$ cat src/rtl/load_store_unit_if.sv
// load_store_unit_if: pipeline request/response handshake plus the data_mem pins of the load/store unit.
interface load_store_unit_if;
    logic        req_valid;
    logic        req_ready;
    logic        req_we;
    logic [2:0]  req_funct3;
    logic [31:0] req_addr;
    logic [31:0] req_wdata;
    logic        resp_valid;
    logic [31:0] resp_rdata;
    logic        resp_fault;
    logic        mem_re;
    logic        mem_we;
    logic [31:0] mem_addr;
    logic [31:0] mem_din;
    logic [31:0] mem_dout;
    logic        mem_valid;

    modport master (
        output req_valid, req_we, req_funct3, req_addr, req_wdata, mem_dout, mem_valid,
        input  req_ready, resp_valid, resp_rdata, resp_fault, mem_re, mem_we, mem_addr, mem_din
    );

    modport slave (
        input  req_valid, req_we, req_funct3, req_addr, req_wdata, mem_dout, mem_valid,
        output req_ready, resp_valid, resp_rdata, resp_fault, mem_re, mem_we, mem_addr, mem_din
    );
endinterface

$ cat src/rtl/load_store_unit.sv
// load_store_unit: RV32 load/store front end for a word-wide data_mem with read-modify-write sub-word stores.
// Define LSU_MISALIGN_TRAP_EN to fault misaligned halfword/word accesses instead of ignoring the low bits.
module load_store_unit #(
    parameter int ADDRW = 10
) (
    input logic              clk,
    input logic              rst,
    load_store_unit_if.slave bus
);
    localparam logic [1:0] IDLE = 2'd0, RD_WAIT = 2'd1, WR_WAIT = 2'd2, RESP = 2'd3;

    logic [1:0]  state_q, state_d;
    logic        we_q, we_d;
    logic [2:0]  funct3_q, funct3_d;
    logic [1:0]  off_q, off_d;
    logic [15:0] wdata_q, wdata_d;
    logic        mem_re_q, mem_re_d;
    logic        mem_we_q, mem_we_d;
    logic [31:0] mem_addr_q, mem_addr_d;
    logic [31:0] mem_din_q, mem_din_d;
    logic [31:0] resp_rdata_q, resp_rdata_d;
    logic        resp_fault_q, resp_fault_d;

    logic        bad_funct3, misalign, out_of_range, fault, word_store;
    logic [4:0]  bsh, hsh;
    logic [7:0]  lane_b;
    logic [15:0] lane_h;
    logic [31:0] load_val, merge_val;

    always_comb begin
        bad_funct3   = bus.req_we ? (bus.req_funct3 > 3'd2)
                                  : (bus.req_funct3 == 3'd3 || bus.req_funct3[2:1] == 2'b11);
`ifdef LSU_MISALIGN_TRAP_EN
        misalign     = (bus.req_funct3[1:0] == 2'b01 && bus.req_addr[0]) ||
                       (bus.req_funct3[1:0] == 2'b10 && bus.req_addr[1:0] != 2'b00);
`else
        misalign     = 1'b0;
`endif
        out_of_range = (bus.req_addr >> (ADDRW + 2)) != '0;
        fault        = bad_funct3 || misalign || out_of_range;
        word_store   = bus.req_we && bus.req_funct3 == 3'b010;
    end

    // Halfword lanes use only off_q[1], so unaligned H/W accesses fold onto their natural lane.
    assign bsh    = {off_q, 3'b000};
    assign hsh    = {off_q[1], 4'b0000};
    assign lane_b = 8'(bus.mem_dout >> bsh);
    assign lane_h = 16'(bus.mem_dout >> hsh);

    assign load_val  = funct3_q[1:0] == 2'b00 ? {{24{~funct3_q[2] & lane_b[7]}}, lane_b}
                     : funct3_q[1:0] == 2'b01 ? {{16{~funct3_q[2] & lane_h[15]}}, lane_h}
                     : bus.mem_dout;
    assign merge_val = funct3_q[0]
        ? (bus.mem_dout & ~(32'h0000_FFFF << hsh)) | ({16'h0000, wdata_q} << hsh)
        : (bus.mem_dout & ~(32'h0000_00FF << bsh)) | ({24'h000000, wdata_q[7:0]} << bsh);

    always_comb begin
        state_d      = state_q;
        we_d         = we_q;
        funct3_d     = funct3_q;
        off_d        = off_q;
        wdata_d      = wdata_q;
        mem_re_d     = 1'b0;
        mem_we_d     = 1'b0;
        mem_addr_d   = mem_addr_q;
        mem_din_d    = mem_din_q;
        resp_rdata_d = resp_rdata_q;
        resp_fault_d = resp_fault_q;
        case (state_q)
            IDLE: if (bus.req_valid) begin
                we_d     = bus.req_we;
                funct3_d = bus.req_funct3;
                off_d    = bus.req_addr[1:0];
                wdata_d  = bus.req_wdata[15:0];
                if (fault) begin
                    resp_fault_d = 1'b1;
                    resp_rdata_d = '0;
                    state_d      = RESP;
                end else begin
                    mem_addr_d = {{(32 - ADDRW){1'b0}}, bus.req_addr[ADDRW+1:2]};
                    mem_din_d  = bus.req_wdata;
                    mem_we_d   = word_store;
                    mem_re_d   = !word_store;
                    state_d    = word_store ? WR_WAIT : RD_WAIT;
                end
            end
            RD_WAIT: if (bus.mem_valid) begin
                if (we_q) begin
                    mem_din_d = merge_val;
                    mem_we_d  = 1'b1;
                    state_d   = WR_WAIT;
                end else begin
                    resp_rdata_d = load_val;
                    resp_fault_d = 1'b0;
                    state_d      = RESP;
                end
            end
            WR_WAIT: if (bus.mem_valid) begin
                resp_rdata_d = '0;
                resp_fault_d = 1'b0;
                state_d      = RESP;
            end
            default: state_d = IDLE;
        endcase
    end

    always_ff @(posedge clk or negedge rst) begin
        if (!rst) begin
            state_q      <= IDLE;
            we_q         <= 1'b0;
            funct3_q     <= '0;
            off_q        <= '0;
            wdata_q      <= '0;
            mem_re_q     <= 1'b0;
            mem_we_q     <= 1'b0;
            mem_addr_q   <= '0;
            mem_din_q    <= '0;
            resp_rdata_q <= '0;
            resp_fault_q <= 1'b0;
        end else begin
            state_q      <= state_d;
            we_q         <= we_d;
            funct3_q     <= funct3_d;
            off_q        <= off_d;
            wdata_q      <= wdata_d;
            mem_re_q     <= mem_re_d;
            mem_we_q     <= mem_we_d;
            mem_addr_q   <= mem_addr_d;
            mem_din_q    <= mem_din_d;
            resp_rdata_q <= resp_rdata_d;
            resp_fault_q <= resp_fault_d;
        end
    end

    assign bus.req_ready  = state_q == IDLE;
    assign bus.resp_valid = state_q == RESP;
    assign bus.resp_rdata = resp_rdata_q;
    assign bus.resp_fault = resp_fault_q;
    assign bus.mem_re     = mem_re_q;
    assign bus.mem_we     = mem_we_q;
    assign bus.mem_addr   = mem_addr_q;
    assign bus.mem_din    = mem_din_q;
endmodule

$ cat src/flat_wrapper.sv
// flat-port wrapper written by rule: the top's interface ports become plain ports
module load_store_unit_flat 
#(
    parameter int ADDRW = 10
)
  (clk, rst, bus_req_valid, bus_req_we, bus_req_funct3, bus_req_addr, bus_req_wdata, bus_mem_dout, bus_mem_valid, bus_req_ready, bus_resp_valid, bus_resp_rdata, bus_resp_fault, bus_mem_re, bus_mem_we, bus_mem_addr, bus_mem_din);
  load_store_unit_if bus_i ();
  input logic clk;
  input logic rst;
  input wire logic [$bits(bus_i.req_valid)-1:0] bus_req_valid;
  input wire logic [$bits(bus_i.req_we)-1:0] bus_req_we;
  input wire logic [$bits(bus_i.req_funct3)-1:0] bus_req_funct3;
  input wire logic [$bits(bus_i.req_addr)-1:0] bus_req_addr;
  input wire logic [$bits(bus_i.req_wdata)-1:0] bus_req_wdata;
  input wire logic [$bits(bus_i.mem_dout)-1:0] bus_mem_dout;
  input wire logic [$bits(bus_i.mem_valid)-1:0] bus_mem_valid;
  output wire logic [$bits(bus_i.req_ready)-1:0] bus_req_ready;
  output wire logic [$bits(bus_i.resp_valid)-1:0] bus_resp_valid;
  output wire logic [$bits(bus_i.resp_rdata)-1:0] bus_resp_rdata;
  output wire logic [$bits(bus_i.resp_fault)-1:0] bus_resp_fault;
  output wire logic [$bits(bus_i.mem_re)-1:0] bus_mem_re;
  output wire logic [$bits(bus_i.mem_we)-1:0] bus_mem_we;
  output wire logic [$bits(bus_i.mem_addr)-1:0] bus_mem_addr;
  output wire logic [$bits(bus_i.mem_din)-1:0] bus_mem_din;
  assign bus_i.req_valid = bus_req_valid;
  assign bus_i.req_we = bus_req_we;
  assign bus_i.req_funct3 = bus_req_funct3;
  assign bus_i.req_addr = bus_req_addr;
  assign bus_i.req_wdata = bus_req_wdata;
  assign bus_i.mem_dout = bus_mem_dout;
  assign bus_i.mem_valid = bus_mem_valid;
  assign bus_req_ready = bus_i.req_ready;
  assign bus_resp_valid = bus_i.resp_valid;
  assign bus_resp_rdata = bus_i.resp_rdata;
  assign bus_resp_fault = bus_i.resp_fault;
  assign bus_mem_re = bus_i.mem_re;
  assign bus_mem_we = bus_i.mem_we;
  assign bus_mem_addr = bus_i.mem_addr;
  assign bus_mem_din = bus_i.mem_din;
  load_store_unit #(.ADDRW(ADDRW)) u_core (.clk(clk), .rst(rst), .bus(bus_i));
endmodule
$ cat config.mk
export PLATFORM = sky130hd
export DESIGN_NAME = load_store_unit_flat
export DESIGN_NICKNAME = d
export VERILOG_FILES = /design/src/rtl/load_store_unit_if.sv /design/src/rtl/load_store_unit.sv /design/src/flat_wrapper.sv
export SDC_FILE = /design/constraint.sdc
export NUM_CORES = 1
export LEC_CHECK = 0
export CORE_UTILIZATION = 40
export CTS_BUF_LIST = sky130_fd_sc_hd__clkbuf_2
export DETAILED_ROUTE_END_ITERATION = 8
export GPL_ROUTABILITY_DRIVEN = 0
export PLACE_DENSITY_LB_ADDON = 0.2
export SLEW_MARGIN = 20
export SYNTH_ARGS = -nofsm -noshare
export SYNTH_HDL_FRONTEND = slang
export SYNTH_SLANG_ARGS = --single-unit
export TNS_END_PERCENT = 100
$ cat constraint.sdc
create_clock -name clk -period 3.25 [get_ports clk]
set_input_delay 0.65 -clock clk [delete_from_list [all_inputs] [get_ports clk]]
set_output_delay 0.65 -clock clk [all_outputs]
set_load 0.005 [all_outputs]
# Word level (Yosys, flattened, before mapping)
# Cells that the tools add are included.
[totals]
ff_bits = 101
out_inout_bits = 101
wordCells = 92
[op_classes]
order_cmp = 1
n_eq_ne = 14
shift = 6
muxes = 36
n_bitwise = 10
reduce_logical = 14
[ops]
columns = ["cell", "n"]
rows = [
  ["$mux W32", 12],
  ["$pmux W32 S3", 1],
  ["$and A32 B32 Y32", 2],
  ["$not A32 Y32", 2],
  ["$or A32 B32 Y32", 2],
  ["$pmux W32 S2", 1],
  ["$reduce_bool A32 Y1", 1],
  ["$shl A16 B5 Y32", 1],
  ["$shl A16 B5 Y32 const A", 1],
  ["$shl A8 B5 Y32", 1],
  ["$shl A8 B5 Y32 const A", 1],
  ["$shr A32 B5 Y16", 1],
  ["$shr A32 B5 Y8", 1],
  ["$mux W1", 14],
  ["$mux W2", 5],
  ["$ne A2 B2 Y1 const B", 5],
  ["$eq A2 B2 Y1 const B", 3],
  ["$eq A3 B2 Y1 const B", 2],
  ["$pmux W2 S3", 1],
  ["$reduce_and A3 Y1", 2],
  ["$reduce_and A6 Y1", 1],
  ["$reduce_and A5 Y1", 1],
  ["$eq A2 B1 Y1 const B", 2],
  ["$logic_not A2 Y1", 2],
  ["12 further kinds", 16],
]

# Longest topological paths before layout
# Gate-level depths: netlist of run 1.
[depth]
depth_word = 8
ltp_mapped = 9

# Least setup slack after synthesis of run 1
# OpenSTA, ideal clock, no wires.
[synth_path]
path_type = "input to register"
from = "in bus_req_addr[14]"
to = "reg u_core.mem_addr_q[0], in the netlist u_core.bus.mem_addr[0]"
setup_time_ps = 125
arrival_time_ps = 2057
slack_ps = 1068
cell_stages = 5
path_buffers = 1
cell_sequence = "nor4_1 nand3_1 nor3_1 buf_2 mux2_2"
[synth_via]
elab_chain_cells = 4
[synth_lines]
columns = ["element", "line", "text"]
rows = [
  ["start: declaration", "flat_wrapper.sv:13", "input wire logic [$bits(bus_i.req_addr)-1:0] bus_req_addr;"],
  ["$reduce_bool A32 Y1", "load_store_unit.sv:39", "out_of_range = (bus.req_addr >> (ADDRW + 2)) != '0;"],
  ["$logic_or A1 B1 Y1", "load_store_unit.sv:40", "fault = bad_funct3 || misalign || out_of_range;"],
  ["$not A1 Y1 (no source line)", "n/a", ""],
  ["$reduce_and A3 Y1 (no source line)", "n/a", ""],
  ["end signal: assignment", "load_store_unit.sv:128", "mem_addr_q <= mem_addr_d;"],
  ["end: declaration", "load_store_unit.sv:19", "logic [31:0] mem_addr_q, mem_addr_d;"],
]
# No other way between the ends.
# A chain may end at the register's enable or synchronous reset.

# Worst setup path in the final report of run 1
[layout_path]
from = "reg u_core.state_q[1]"
to = "out bus_req_ready"
[layout_via]
elab_chain_cells = 1
[layout_lines]
columns = ["element", "line", "text"]
rows = [
  ["start: declaration", "load_store_unit.sv:12", "logic [1:0] state_q, state_d;"],
  ["start signal: assignment", "load_store_unit.sv:121", "state_q <= state_d;"],
  ["$logic_not A2 Y1", "load_store_unit.sv:135", "assign bus.req_ready = state_q == IDLE;"],
  ["end: declaration", "flat_wrapper.sv:17", "output wire logic [$bits(bus_i.req_ready)-1:0] bus_req_ready;"],
]
# No other way between the ends.

==> run metrics, run 1 <==
status finished, final reports clean; initial antenna violation count 0; Reg2Reg Setup Slack slightly above 0.8 ns; first-pass GRT wire length ~26 mm; register area share after synthesis 0.455; Die X between 100 and 150 um; CP cell instances inv_1, ha_1, clkdlybuf4s50_1; Syn Area/Cell just over 10 um^2; Total Wirelength between 15 and 20 mm; total gr overflow 0; Clock Sinks a little over 100; Post-CTS Resized 0; diode count 0; grt peak-use layer met2; Post-Synth XOR/XNOR Area 0; EDFF count, synth 0; Die Ht between 100 and 150 um; Pleak about 0.0032 uW; crit path time final between 2 and 3 ns; largest family of logic cells by synthesized area compound AO/OA/AOI/OAI gates; Worst Path Buf+Inv 2; Final Hold Violating Endpoints 0; clock-pin slew on the worst setup and hold paths approximately 0.26 ns; Fmax 0.373 GHz; simple-gate share of the synthesized area 0.102; Worst Setup End Kind output pin; crit-path max FO 8; Clock Latency Late Sink roughly 0.60 ns; CTS Root Cell clkbuf_2; met2 usage in global routing 0.377; Synth Cell Area around 5600 um^2; final period utilization 0.824; actual slew at the worst max-slew pin about 0.70 ns; commonest non-fill, non-tap cell in the layout clkdlybuf4s50_1; FILL cells ~1200; Max Cap Viol 0; DR iter-0 viols 280; routed length per instance roughly 19 um; reg2reg path depth 5; maximum vdd drop roughly 0.38 mV; I/O pin cnt 205; Largest stage delay, worst path roughly 0.56 ns; vias in the first global route around 4800; cell row count 42; gr usage total 0.233; largest net degree at the start of global routing between 60 and 70; number of detailed-route iterations in the first pass 5; P per Cell Area 836 nW/um^2; Max Root-Sink Buffers 2; crit path launch u_core.state_q[1]; largest delay contributor family on the critical path buffers and inverters; worst path required time ~2.6 ns; core area 13400 um^2; WS Path Type reg2out; Async SR Flop Fraction 1.00; Hold Path Class in2async; layout cells sized above 1 0.143; CTS H-tree depth 3; CTS tree built; Initial Util 0.414; R2R Path Start u_core.off_q[1]; unrepaired setup endpoints after global routing no; placed insts roughly 860; Num CTS Buffers 9; Slew Limit Fails 0; routed vias/inst ~5.4; Worst Skew ~0.025 ns; DRC Markers 0; Slew HR 0.532; Slowest-stage cell, CP clkdlybuf4s50_1; setup TNS 0 ns; grt met1 use 0.313; Non-Filler Instances a little under 900; Worst setup SP type flip-flop; post-route cell area ~7500 um^2; commonest cells after routing, fill and taps aside 181 x clkdlybuf4s50_1, 101 x dfrtp_1, 54 x mux2_2; fin nets between 800 and 900; placed cell areas around 7400 um^2; mux cell area share after synthesis 0.175; post-synthesis cell type count 45; DP Wirelength about 13 mm; Compound-Gate Fraction of Synth Area 0.176; reg2reg end u_core.bus.resp_rdata[19]; via count between 4000 and 5000; P&R area growth vs syn 35.9%; post-synthesis register bit count 101; Final ANT Viol Nets 0; Primary FF master, synth dfrtp_1; Crit path arrival time just over 2 ns; Setup Buffers After CTS 0; die footprint 14400 um^2; synth warn 0; Post-Syn Instances between 500 and 600; Synth Area in Adders 0.00901; final setup fails 0; GR Util met3 0.0394; # port buffers roughly 180
[through the flow]
| stage | utilization | hold WS, ns | power, uW | setup WS (ns) |
|---|---|---|---|---|
| after floorplan | - | 0.354 | 4370 | 1.07 |
| after global placement | 0.553 | 0.461 | 5570 | 0.557 |
| after detailed placement | 0.553 | 0.469 | 5670 | 0.510 |
| after CTS | 0.563 | 0.477 | 6350 | 0.515 |
| after global routing | 0.563 | 0.512 | 6760 | 0.457 |
| final | 0.563 | 0.510 | 6310 | 0.572 |
[how the worst max path moves through the flow]
stage	to	slack, ns	cells after the start
after CTS	bus_req_ready	0.52	3
after global routing	bus_req_ready	0.46	3
final	bus_req_ready	0.57	3
after global placement	u_core.bus.mem_din[10]	0.56	7
after floorplan	u_core.bus.mem_addr[0]	1.07	5
after detailed placement	u_core.bus.mem_din[10]	0.51	7
[cell usage after synthesis, types with 2 or more instances]
library cell	n	area (um^2)
dfrtp_1	101	2530
mux2_2	54	608
nand2_1	45	169
nor2_1	39	146
o21ai_0	37	185
inv_1	28	105
buf_4	23	173
a21oi_1	18	90.1
clkbuf_1	18	67.6
mux2i_1	17	170
o22ai_1	17	106
nor2b_1	16	100
o31ai_1	16	120
o221ai_1	15	131
buf_2	12	60.1
o31ai_2	10	125
o22a_1	8	70.1
a221o_1	7	70.1
mux4_2	7	158
nor4_1	5	31.3
buf_1	4	15.0
ha_1	4	50.1
nand2b_1	4	25.0
nand3_1	4	20.0
mux2_1	3	33.8
a21oi_2	2	17.5
buf_6	2	22.5
nand4_1	2	12.5
o21a_1	2	15.0
or2_2	2	12.5
[logic make-up after synthesis]
kind of cell | after synthesis
muxes | 81
adders and majority gates | 4
DFF | 101
and+or+nand+nor | 123
AOI/OAI and AO/OA | 138
other | 1
buffers and inverters | 89
[power by group]
group / internal [uW] / switching, uW / leakage (uW)
Combinational: 1810 / 1700 / 0.00184
Clock: 255 / 411 / 0.0000772
Sequential: 1730 / 402 / 0.00127
[timing repair]
item / CTS / global route
endpoints found under the hold margin: 35 / 0
setup endpoints to repair: 0 / 0
hold buffers: 1 / 0
[routing by layer]
metal	vias to the layer above	routed length, um
li1	2211	-
met1	2279	7010
met2	209	7720
met3	25	1200
met4	0	384
met5	-	0
[registers in the layout (all words and copies together), names as in the netlist]
register and cells:
u_core.bus.mem_re 1, u_core.bus.resp_fault 1, u_core.bus.mem_din 32, u_core.state_q 2, u_core.bus.mem_addr 10, u_core.funct3_q 3
u_core.bus.resp_rdata 32, u_core.off_q 2, u_core.bus.mem_we 1, u_core.we_q 1, u_core.wdata_q 16
[final cells by class]
type	instances	area (um^2)	area share
clock buffers	11	55.1	0.00730
clock inverters	5	75.1	0.00995
inverters	29	109	0.0144
multi-input cells	368	2650	0.351
flip-flops and latches	101	2530	0.335
well taps	176	220	0.0292
repair buffers	191	1910	0.254
Power figures use the tool's default switching activity.
==> inputs of run 2 (changes only) <==
==> constraint.sdc (replaced) <==
create_clock -name clk -period 2.6 [get_ports clk]
set_input_delay 0.52 -clock clk [delete_from_list [all_inputs] [get_ports clk]]
set_output_delay 0.52 -clock clk [all_outputs]
set_load 0.005 [all_outputs]
==> run metrics, run 2 (same netlist as run 1, synthesis figures left out) <==
Clock Latency Late Sink around 0.6 ns; layout cells sized above 1 0.159; worst path required time approximately 2.1 ns; initial antenna violation count 0; gr usage total 0.234; Largest stage delay, worst path around 0.53 ns; WS Path Type reg2out; Final ANT Viol Nets 0; Non-Filler Instances between 800 and 900; Die Ht ~120 um; placed insts 875; Pleak about 0.0032 uW; Initial Util 0.414; Slew Limit Fails 0; maximum vdd drop just under 0.7 mV; Crit path arrival time between 1.5 and 2 ns; final core utilization 0.571; Die X between 100 and 150 um; CTS Root Cell clkbuf_2; routed length per instance approximately 18 um; # port buffers 182; Clock Sinks around 100; final setup fails 0; vias in the first global route about 4800; largest delay contributor family on the critical path buffers and inverters; Fin Hold WS roughly 0.47 ns; P per Cell Area approximately 1000 nW/um^2; DR iter-0 viols just over 300; total gr overflow 0; Num CTS Buffers 9; setup TNS 0 ns; P&R area growth vs syn 37.7%; Max Cap Viol 0; number of detailed-route iterations in the first pass 5; Slew HR 0.640; placed cell areas 7500 um^2; core area approximately 13000 um^2; largest net degree at the start of global routing between 100 and 150; Setup Buffers After CTS 0; cell row count between 40 and 50; via count between 4000 and 5000; Final Hold Violating Endpoints 0; Worst Path Buf+Inv 2; DRC Markers 0; clock-pin slew on the worst setup and hold paths 0.28 ns; status finished, final reports clean; DP Wirelength 12.6 mm; fin nets ~800; Max Root-Sink Buffers 2; Worst Skew ~0.043 ns; CTS tree built; crit path time final roughly 2.5 ns; Total Wirelength between 15 and 20 mm; Worst setup SP type flip-flop; final period utilization 0.946; I/O pin cnt around 210; commonest non-fill, non-tap cell in the layout clkdlybuf4s50_1; die footprint approximately 14000 um^2; actual slew at the worst max-slew pin around 0.54 ns; Fmax around 0.41 GHz; post-route cell area 7650 um^2; CP cell instances inv_1, ha_2, clkdlybuf4s50_1; Hold Path Class in2reg; Worst Setup End Kind output pin; CTS H-tree depth 3; first-pass GRT wire length between 20 and 30 mm; diode count 0; unrepaired setup endpoints after global routing no; routed vias/inst 5.37; crit-path max FO 8; Slowest-stage cell, CP clkdlybuf4s50_1; commonest cells after routing, fill and taps aside 181 x clkdlybuf4s50_1, 101 x dfrtp_1, 54 x mux2_2
[run 2: changes by cell type in the layout (fill, tap and decap cells not counted)]
cell        change
ha_2            +1
clkinvlp_4      +1
ha_1            -1
buf_12          +1
buf_4          +10
clkbuf_2        -1
inv_6           +1
clkinv_1        -2
[run 2: final timing paths]
| kind | from | endpoint | slack, ns | cells past startpoint |
|---|---|---|---|---|
| hold reg to reg | u_core.bus.resp_rdata[0] | u_core.bus.resp_rdata[0] | 0.52 | 2 |
| setup / recovery | u_core.state_q[0] | bus_req_ready | 0.14 | 3 |
| setup reg to reg | u_core.off_q[1] | u_core.bus.resp_rdata[11] | 0.45 | 6 |
| hold / removal | bus_req_wdata[15] | u_core.wdata_q[15] | 0.47 | 3 |
| min in group asynchronous | rst | u_core.bus.resp_rdata[27] | 0.49 | 3 |
| max in group asynchronous | rst | u_core.bus.mem_addr[4] | 1.70 | 3 |
[run 2: metrics by stage]
stage | setup slack [ns] | total power [uW]
global placement | 0.178 | 7080
CTS | 0.0255 | 8050
floorplan | 0.548 | 5470
finish | 0.139 | 8020
global route | 0.0374 | 8600
detailed placement | 0.0662 | 7180
[run 2: final cells by class]
type | count | area [um^2]
Clock buffer | 10 | 50.0
Clock inverter | 5 | 83.8
Fill cell | 1174 | 5750
Inverter | 29 | 109
Multi-Input combinational cell | 368 | 2650
Sequential cell | 101 | 2530
Tap cell | 176 | 220
Timing Repair Buffer | 202 | 2010
[run 2: tightest hold or removal path: stages]
cell             delay, ns
clkdlybuf4s50_1       0.39
inv_1                 0.07
o21ai_0               0.08
[run 2: what timing repair did]
item                                    4_1_cts  5_1_grt
hold buffers                                  1        0
endpoints found under the setup margin        0        1
gates resized for setup                       0        1
endpoints found under the hold margin       101        0
[run 2: layer usage]
metal | track usage | up-vias | wire, um
li1 | - | 2228 | -
met1 | 0.325 | 2299 | 7170
met2 | 0.368 | 239 | 7610
met3 | 0.0442 | 22 | 1270
met4 | 0.0758 | 0 | 261
met5 | 0 | - | 0
[run 2: power by group]
part           switching (uW)  leakage (uW)  internal (uW)
sequential                447       0.00127           2160
combinational            2190       0.00190           2360
clock                     539     0.0000746            319
total                    3180       0.00325           4840
